--- config.mk ---
export PLATFORM = sky130hd
export DESIGN_NAME = demux4_32_buf
export DESIGN_NICKNAME = d
export VERILOG_FILES = /design/src/rtl/demux4_32_buf.sv
export SDC_FILE = /design/constraint.sdc
export NUM_CORES = 1
export LEC_CHECK = 0
export CAP_MARGIN = 20
export CORE_ASPECT_RATIO = 0.8
export CORE_UTILIZATION = 49
export DETAILED_ROUTE_END_ITERATION = 16
export PLACE_DENSITY = 0.85
export SKIP_LAST_GASP = 1
export SYNTH_ARGS = -nofsm -noshare
export SYNTH_HDL_FRONTEND = slang
export SYNTH_SLANG_ARGS = --single-unit
export TNS_END_PERCENT = 20
--- constraint.sdc ---
create_clock -name clk -period 2.5 [get_ports clk]
set_clock_uncertainty 0.2 [all_clocks]
set_input_delay 0.375 -clock clk [delete_from_list [all_inputs] [get_ports clk]]
set_output_delay 0.375 -clock clk [all_outputs]
set_load 0.01 [all_outputs]
--- src/rtl/demux4_32_buf.sv ---
// demux4_32_buf
// Buffered 1-to-4 demultiplexer. Each accepted input word is steered to the
// channel named by in_select and held in that channel's one-entry slot until
// its consumer takes it. Outputs come straight from flops, so nothing on the
// input side reaches out_data/out_valid in the same cycle.
//
// Per-channel slot occupancy (not an FSM beyond this bit):
//   state | meaning
//   EMPTY | full_q[i]=0, slot may hold a stale word, out_valid[i]=0
//   FULL  | full_q[i]=1, slot holds an undelivered word, out_valid[i]=1
module demux4_32_buf #(
    parameter int WIDTH = 32,
    parameter int CNTW  = 16
) (
    input  logic             clk,
    input  logic             reset_n,
    input  logic             in_valid,
    output logic             in_ready,
    input  logic [WIDTH-1:0] in_data,
    input  logic [1:0]       in_select,
    output logic [3:0]       out_valid,
    input  logic [3:0]       out_ready,
    output logic [WIDTH-1:0] out_data0,
    output logic [WIDTH-1:0] out_data1,
    output logic [WIDTH-1:0] out_data2,
    output logic [WIDTH-1:0] out_data3,
    output logic [CNTW-1:0]  xfer_cnt
);

    logic [3:0]       full_q;
    logic [3:0]       full_d;
    logic [WIDTH-1:0] slot_q [4];
    logic [WIDTH-1:0] slot_d [4];
    logic [CNTW-1:0]  xfer_cnt_q;
    logic [CNTW-1:0]  xfer_cnt_d;

    logic             push;
    logic [3:0]       push_vec;
    logic [3:0]       pop;

    // Acceptance: the selected slot is free, or it is being drained this cycle.
    // Deliberately independent of in_valid so the producer can look before it leaps.
    always_comb begin
        in_ready = ~full_q[in_select] | out_ready[in_select];
        push     = in_valid & in_ready;
    end

    // Decode push target and per-channel pops.
    always_comb begin
        push_vec = '0;
        if (push) begin
            push_vec[in_select] = 1'b1;
        end
        pop = full_q & out_ready;
    end

    // Next state for slots, occupancy and the transfer counter.
    // A push wins over a pop on the same channel: the slot is refilled and stays full.
    always_comb begin
        full_d     = full_q;
        xfer_cnt_d = xfer_cnt_q;
        for (int i = 0; i < 4; i++) begin
            slot_d[i] = slot_q[i];
            if (push_vec[i]) begin
                slot_d[i] = in_data;
                full_d[i] = 1'b1;
            end else if (pop[i]) begin
                full_d[i] = 1'b0;
            end
        end
        if (push) begin
            xfer_cnt_d = xfer_cnt_q + CNTW'(1);
        end
    end

    // State registers; reset discards any buffered words.
    always_ff @(posedge clk or negedge reset_n) begin
        if (!reset_n) begin
            full_q     <= '0;
            xfer_cnt_q <= '0;
            for (int i = 0; i < 4; i++) begin
                slot_q[i] <= '0;
            end
        end else begin
            full_q     <= full_d;
            xfer_cnt_q <= xfer_cnt_d;
            for (int i = 0; i < 4; i++) begin
                slot_q[i] <= slot_d[i];
            end
        end
    end

    // Registered outputs.
    always_comb begin
        out_valid = full_q;
        out_data0 = slot_q[0];
        out_data1 = slot_q[1];
        out_data2 = slot_q[2];
        out_data3 = slot_q[3];
        xfer_cnt  = xfer_cnt_q;
    end

endmodule

==> results of run 1 <==
layout make-up:
cell class                 count  area (sq um)  area share
clock inverter                13           149      0.0174
sequential                   148          3700       0.433
multi-input combinational    191          1930       0.226
clock buffer                  19           443      0.0518
inverter                       2          7.51    0.000878
tap                          148           185      0.0217
timing repair buffer         207          2130       0.249
final timing paths:
path | endpoint | cells past startpoint | slack (ps) | from
worst max-delay path | in_ready | 4 | 90 | out_ready[0]
worst min-delay path | xfer_cnt[15] | 1 | 280 | xfer_cnt[15]
worst max register to register | xfer_cnt[1] | 5 | 460 | out_valid[2]
worst min register to register | xfer_cnt[15] | 1 | 280 | xfer_cnt[15]
max in group asynchronous | out_data2[8] | 3 | 1090 | reset_n
min in group asynchronous | xfer_cnt[3] | 2 | 360 | reset_n
stage by stage:
step                std cells  hold WS [ps]  setup TNS, ps  worst slack, ps  area (sq um)
floorplan                 359          -121              0              677          5770
global placement          695           212          -42.6            -42.6          7950
detailed placement        695           220          -72.2            -72.2          7950
CTS                       728           276              0             94.9          8550
global route              728           305              0             67.5          8550
finish                    728           276              0             94.7          8550
Yosys cell counts, types with 2 or more instances:
master / number / area share
inv_1: 2 / 0.0013
and3_1: 5 / 0.0054
nand3_2: 5 / 0.0087
and4_1: 4 / 0.0061
mux2_1: 4 / 0.0078
mux2_2: 125 / 0.24
nand2b_1: 4 / 0.0043
dfrtp_1: 148 / 0.64
nand2_1: 6 / 0.0039
buf_2: 9 / 0.0078
and2_1: 2 / 0.0022
nand4_1: 11 / 0.012
buf_6: 6 / 0.012
xnor2_1: 15 / 0.023
and3_2: 2 / 0.0026
buf_4: 3 / 0.0039
timing repair:
item	CTS	global route
gates resized for setup	1	0
hold endpoints to repair	63	0
setup endpoints to repair	1	0
hold buffers	1	0
worst max-delay path, cell delays in order:
cell and delay (ps):
clkdlybuf4s50_1 430, nand2b_1 200, mux4_2 510, dlygate4sd2_1 310
layer usage:
layer / share of wire / global-route usage
met5: 0 / 0
met4: 0.014 / 0.0778
met2: 0.47 / 0.369
met1: 0.45 / 0.305
met3: 0.062 / 0.0654
kinds of logic (layout without fill, tap and decap cells):
family | count (synthesis) | count (layout) | share of synthesized area
and+or+nand+nor | 44 | 44 | 0.0524
adders and majority gates | 1 | 1 | 0.00217
muxes | 130 | 130 | 0.256
xor gates and xnor gates | 15 | 15 | 0.0228
AOI/OAI and AO/OA | 1 | 1 | 0.000866
buffers and inverters | 20 | 241 | 0.0247
DFF | 148 | 148 | 0.642
power breakdown:
part           switching (mW)  internal, mW
Combinational           0.765          1.30
Sequential              0.309          2.89
Clock                    1.01          1.51
flip-flops by register name (all words and copies together), names as in the netlist:
register   count
out_data2     32
xfer_cnt      16
out_data1     32
out_data0     32
out_data3     32
out_valid      4
==> reports/results.ini, run 1 <==
[run_status]
status = complete, no violations

[worst_setup_path]
cp-start-kind = primary input
critPathRequiredTime_ps = 1920
cp_max_fo = 2
arrival_ps = 1830
end_kind = output port
critPathKind = primary input to output port

[finish]
diodes = 0
area_growth_pct = 48.1
layout_commonest_cell = clkdlybuf4s50_1
final_cell_mix = 187 x clkdlybuf4s50_1, 148 x dfrtp_1, 125 x mux2_2, 17 x clkbuf_16, 15 x xnor2_1
fin_util = 0.745
n_fill_cell = 713
finalNetCount = 609
drive_gt1_frac = 0.319

[power]
cellLeakagePower_nw = 3.56
ir_drop_mv = 0.585
powerDensity_nw_per_um2 = 911
p_total_mw = 7.79

[clock_tree]
cts_root_buf = clkbuf_16
cts_tree = yes
htreeDepth = 4
clk_pin_slew_ps = 60
cts_buffer_depth = 2
insertion_delay_ps = 410
clock-sinks = 148
cts_setup_buffers = 0
cts_made_buffers = 17

[placed_design]
io_buffers = 189
place_congestion = 0.778
dp_hpwl_microns = 8970

[logic_synthesis]
synth_area_sq_um = 5770
synthArstFlopShare = 1.00
postSynthCellCount = 359
ys_types = 24
synthFlopType = dfrtp_1
synthesis.nets = 401
yosysSeqAreaShare = 0.642
avgSynthCellArea_sq_um = 16.1
synth_edf_count = 0
yosys_warnings = 0
synth_seq_cells = 148

[die]
fp.dieW_microns = 123
ioPinCount = 190
die_area_sq_um = 12200
rows = 35
fp.dieH_microns = 99.1
core_area_sq_um = 11500
start_util = 0.503

[timing]
max_slew.worst_pin.slew_ps = 625
drv_slew = 0
max_slew_margin = 0.584
period_share = 0.962
hold_viol = 0
fmax_ghz = 0.416
period_minus_slack_ps = 2410
setup-violations-final = 0
rsz0062_at_grt = no

[drt]
viasPerCell = 5.24
routedWlPerCell_microns = 18.5
drt_first_pass_iters = 4
ant_nets = 0
drt_wl_total_microns = 13500
drt_iter0_drc = 191
drc = 0
vias = 3813

[job]
cap_violations = 0

[global_routing]
antenna_found_initial = 0
overflow = 0
gr-usage-all-layers = 0.231
grt_pass1_wl_microns = 21300
grt_max_degree = 67
first_global_vias = 3996

[worst_hold_path]
hold_class = flip-flop to flip-flop

No activity file was read; power rests on OpenSTA's default activity.
==> inputs of run 2 (changes only) <==
- CORE_MARGIN: unset -> 10
- SKIP_LAST_GASP: 1 -> unset
==> run 2 against run 1 <==
  * Critical path depth is the same
  * Via count increased by 0.84%
  * Non-clock buffer count is the same
  * Die area rose by 35%
  * Cell count unchanged
  * Worst hold slack better by 12 ps
  * Sequential cell count stayed put
  * Setup slack improved by 31 ps
  * First-iteration DRC count is 9.9% lower
  * Wire length rose by 15%
  * Register-to-register slack better by 50 ps
  * Core utilization about the same
  * Critical path type unchanged
  * Critical endpoint unchanged
  * Largest power group unchanged
  * Highest routed layer unchanged
==> reports/results.ini, run 2 (synthesis results as in run 1) <==
[drt]
drt_first_pass_iters = 4  ; unchanged
routedWlPerCell_microns = 21.4  ; was 18.5 microns
drt_iter0_drc = 172  ; was 191
drt_wl_total_microns = 15600  ; was 13500 microns
vias = 3845  ; was 3813
drc = 0  ; unchanged
ant_nets = 0  ; unchanged
viasPerCell = 5.28  ; was 5.24

[finish]
regArea_sq_um = 3700  ; unchanged
area_growth_pct = 48.7  ; was 48.1%
finalNetCount = 609  ; unchanged
n_fill_cell = 738  ; was 713
drive_gt1_frac = 0.319  ; unchanged
diodes = 0  ; unchanged
multiInputGateArea_sq_um = 1930  ; unchanged
layout_commonest_cell = clkdlybuf4s50_1  ; unchanged
final_cell_mix = 187 x clkdlybuf4s50_1, 148 x dfrtp_1, 125 x mux2_2, 17 x clkbuf_16, 15 x xnor2_1  ; unchanged

[global_routing]
gr-usage-all-layers = 0.190  ; was 0.231
antenna_found_initial = 0  ; unchanged
grt_max_degree = 57  ; was 67
grt_pass1_wl_microns = 24500  ; was 21300 microns
first_global_vias = 4332  ; was 3996
overflow = 0  ; unchanged

[timing]
drv_slew = 0  ; unchanged
setup_slack_ps = 126  ; was 94.7 ps
period_share = 0.950  ; was 0.962
rsz0062_at_grt = no  ; unchanged
setup-violations-final = 0  ; unchanged
max_slew.worst_pin.slew_ps = 514  ; was 625 ps
hold_viol = 0  ; unchanged
period_minus_slack_ps = 2370  ; was 2410 ps
max_slew_margin = 0.658  ; was 0.584
fmax_ghz = 0.421  ; was 0.416 GHz

[run_status]
status = complete, no violations  ; unchanged

[worst_setup_path]
cp-startpoint = out_ready[0]  ; unchanged
arrival_ps = 1800  ; was 1830 ps
worstReg2RegStart = out_valid[2]  ; unchanged
critPathKind = primary input to output port  ; unchanged
critPathRequiredTime_ps = 1920  ; about the same
cp-start-kind = primary input  ; unchanged
end_kind = output port  ; unchanged
cp_max_fo = 3  ; was 2

[die]
die_area_sq_um = 16600  ; was 12200 sq um
rows = 35  ; unchanged
ioPinCount = 190  ; unchanged
core_area_sq_um = 11500  ; about the same
fp.dieH_microns = 117  ; was 99.1 microns
fp.dieW_microns = 141  ; was 123 microns
start_util = 0.501  ; was 0.503

[worst_hold_path]
hold_class = primary input to asynchronous set/reset pin  ; was flip-flop to flip-flop

[clock_tree]
cts_setup_buffers = 0  ; unchanged
cts_made_buffers = 17  ; unchanged
htreeDepth = 4  ; unchanged
cts_root_buf = clkbuf_16  ; unchanged
cts_tree = yes  ; unchanged
clk_pin_slew_ps = 60  ; about the same
cts_buffer_depth = 2  ; unchanged
insertion_delay_ps = 410  ; about the same
clock-sinks = 148  ; unchanged

[placed_design]
io_buffers = 189  ; unchanged
dp_hpwl_microns = 10900  ; was 8970 microns
pre_cts_slack_ps = -76.2  ; was -72.2 ps
place_congestion = 0.793  ; was 0.778

[job]
cap_violations = 0  ; unchanged

[power]
ir_drop_mv = 0.557  ; was 0.585 mV
powerDensity_nw_per_um2 = 924  ; was 911 nW/um^2
cellLeakagePower_nw = 3.59  ; was 3.56 nW
p_total_mw = 7.93  ; was 7.79 mW

==> run 2: metal layers <==
layer / global-route usage / part of all wire
met1: 0.210 / 0.38
met2: 0.324 / 0.51
met3: 0.0952 / 0.10
met4: 0.0453 / 0.0066
met5: 0 / 0
==> run 2: where the power goes <==
| group | internal [mW] | switching [mW] |
|---|---|---|
| Clock | 1.62 | 0.991 |
| Sequential | 2.89 | 0.319 |
| Combinational | 1.30 | 0.801 |
| Total | 5.82 | 2.11 |
==> run 2: worst paths after layout <==
path / to / slack, ps / cells past startpoint
max in group asynchronous: out_data1[2] / 1130 / 3
setup / recovery: in_ready / 130 / 4
min in group clk: out_data2[20] / 290 / 1
hold reg to reg: out_data2[20] / 290 / 1
hold / removal: xfer_cnt[2] / 290 / 2
setup reg to reg: xfer_cnt[1] / 510 / 5
==> run 2: what timing repair did <==
| action | CTS | global route |
|---|---|---|
| endpoints found under the hold margin | 51 | 0 |
| resized for setup | 1 | 0 |
| setup endpoints to repair | 1 | 0 |
| hold buffers | 1 | 0 |
==> run 2: stage by stage <==
step           area, sq um  setup TNS, ps  cells  utilization  hold slack (ps)
2_1_floorplan         5770              0    359            -             -121
4_1_cts               8580              0    728        0.745              295
3_3_place_gp          7960          -56.1    695        0.691              156
5_1_grt               8580              0    728        0.745              319
3_5_place_dp          7960          -76.2    695        0.691              170
6_report              8580              0    728        0.745              288
==> run 2: worst max-delay path, stage by stage <==
cell and delay, ps:
clkdlybuf4s50_1 380, nand2b_1 200, mux4_2 520, dlygate4sd2_1 310
==> run 2: cell type report <==
type | count | share of cell area
Timing Repair Buffer | 207 | 0.250
Tap cell | 148 | 0.0216
Multi-Input combinational cell | 191 | 0.225
Inverter | 2 | 0.000875
Clock inverter | 12 | 0.0179
Sequential cell | 148 | 0.431
Clock buffer | 20 | 0.0532
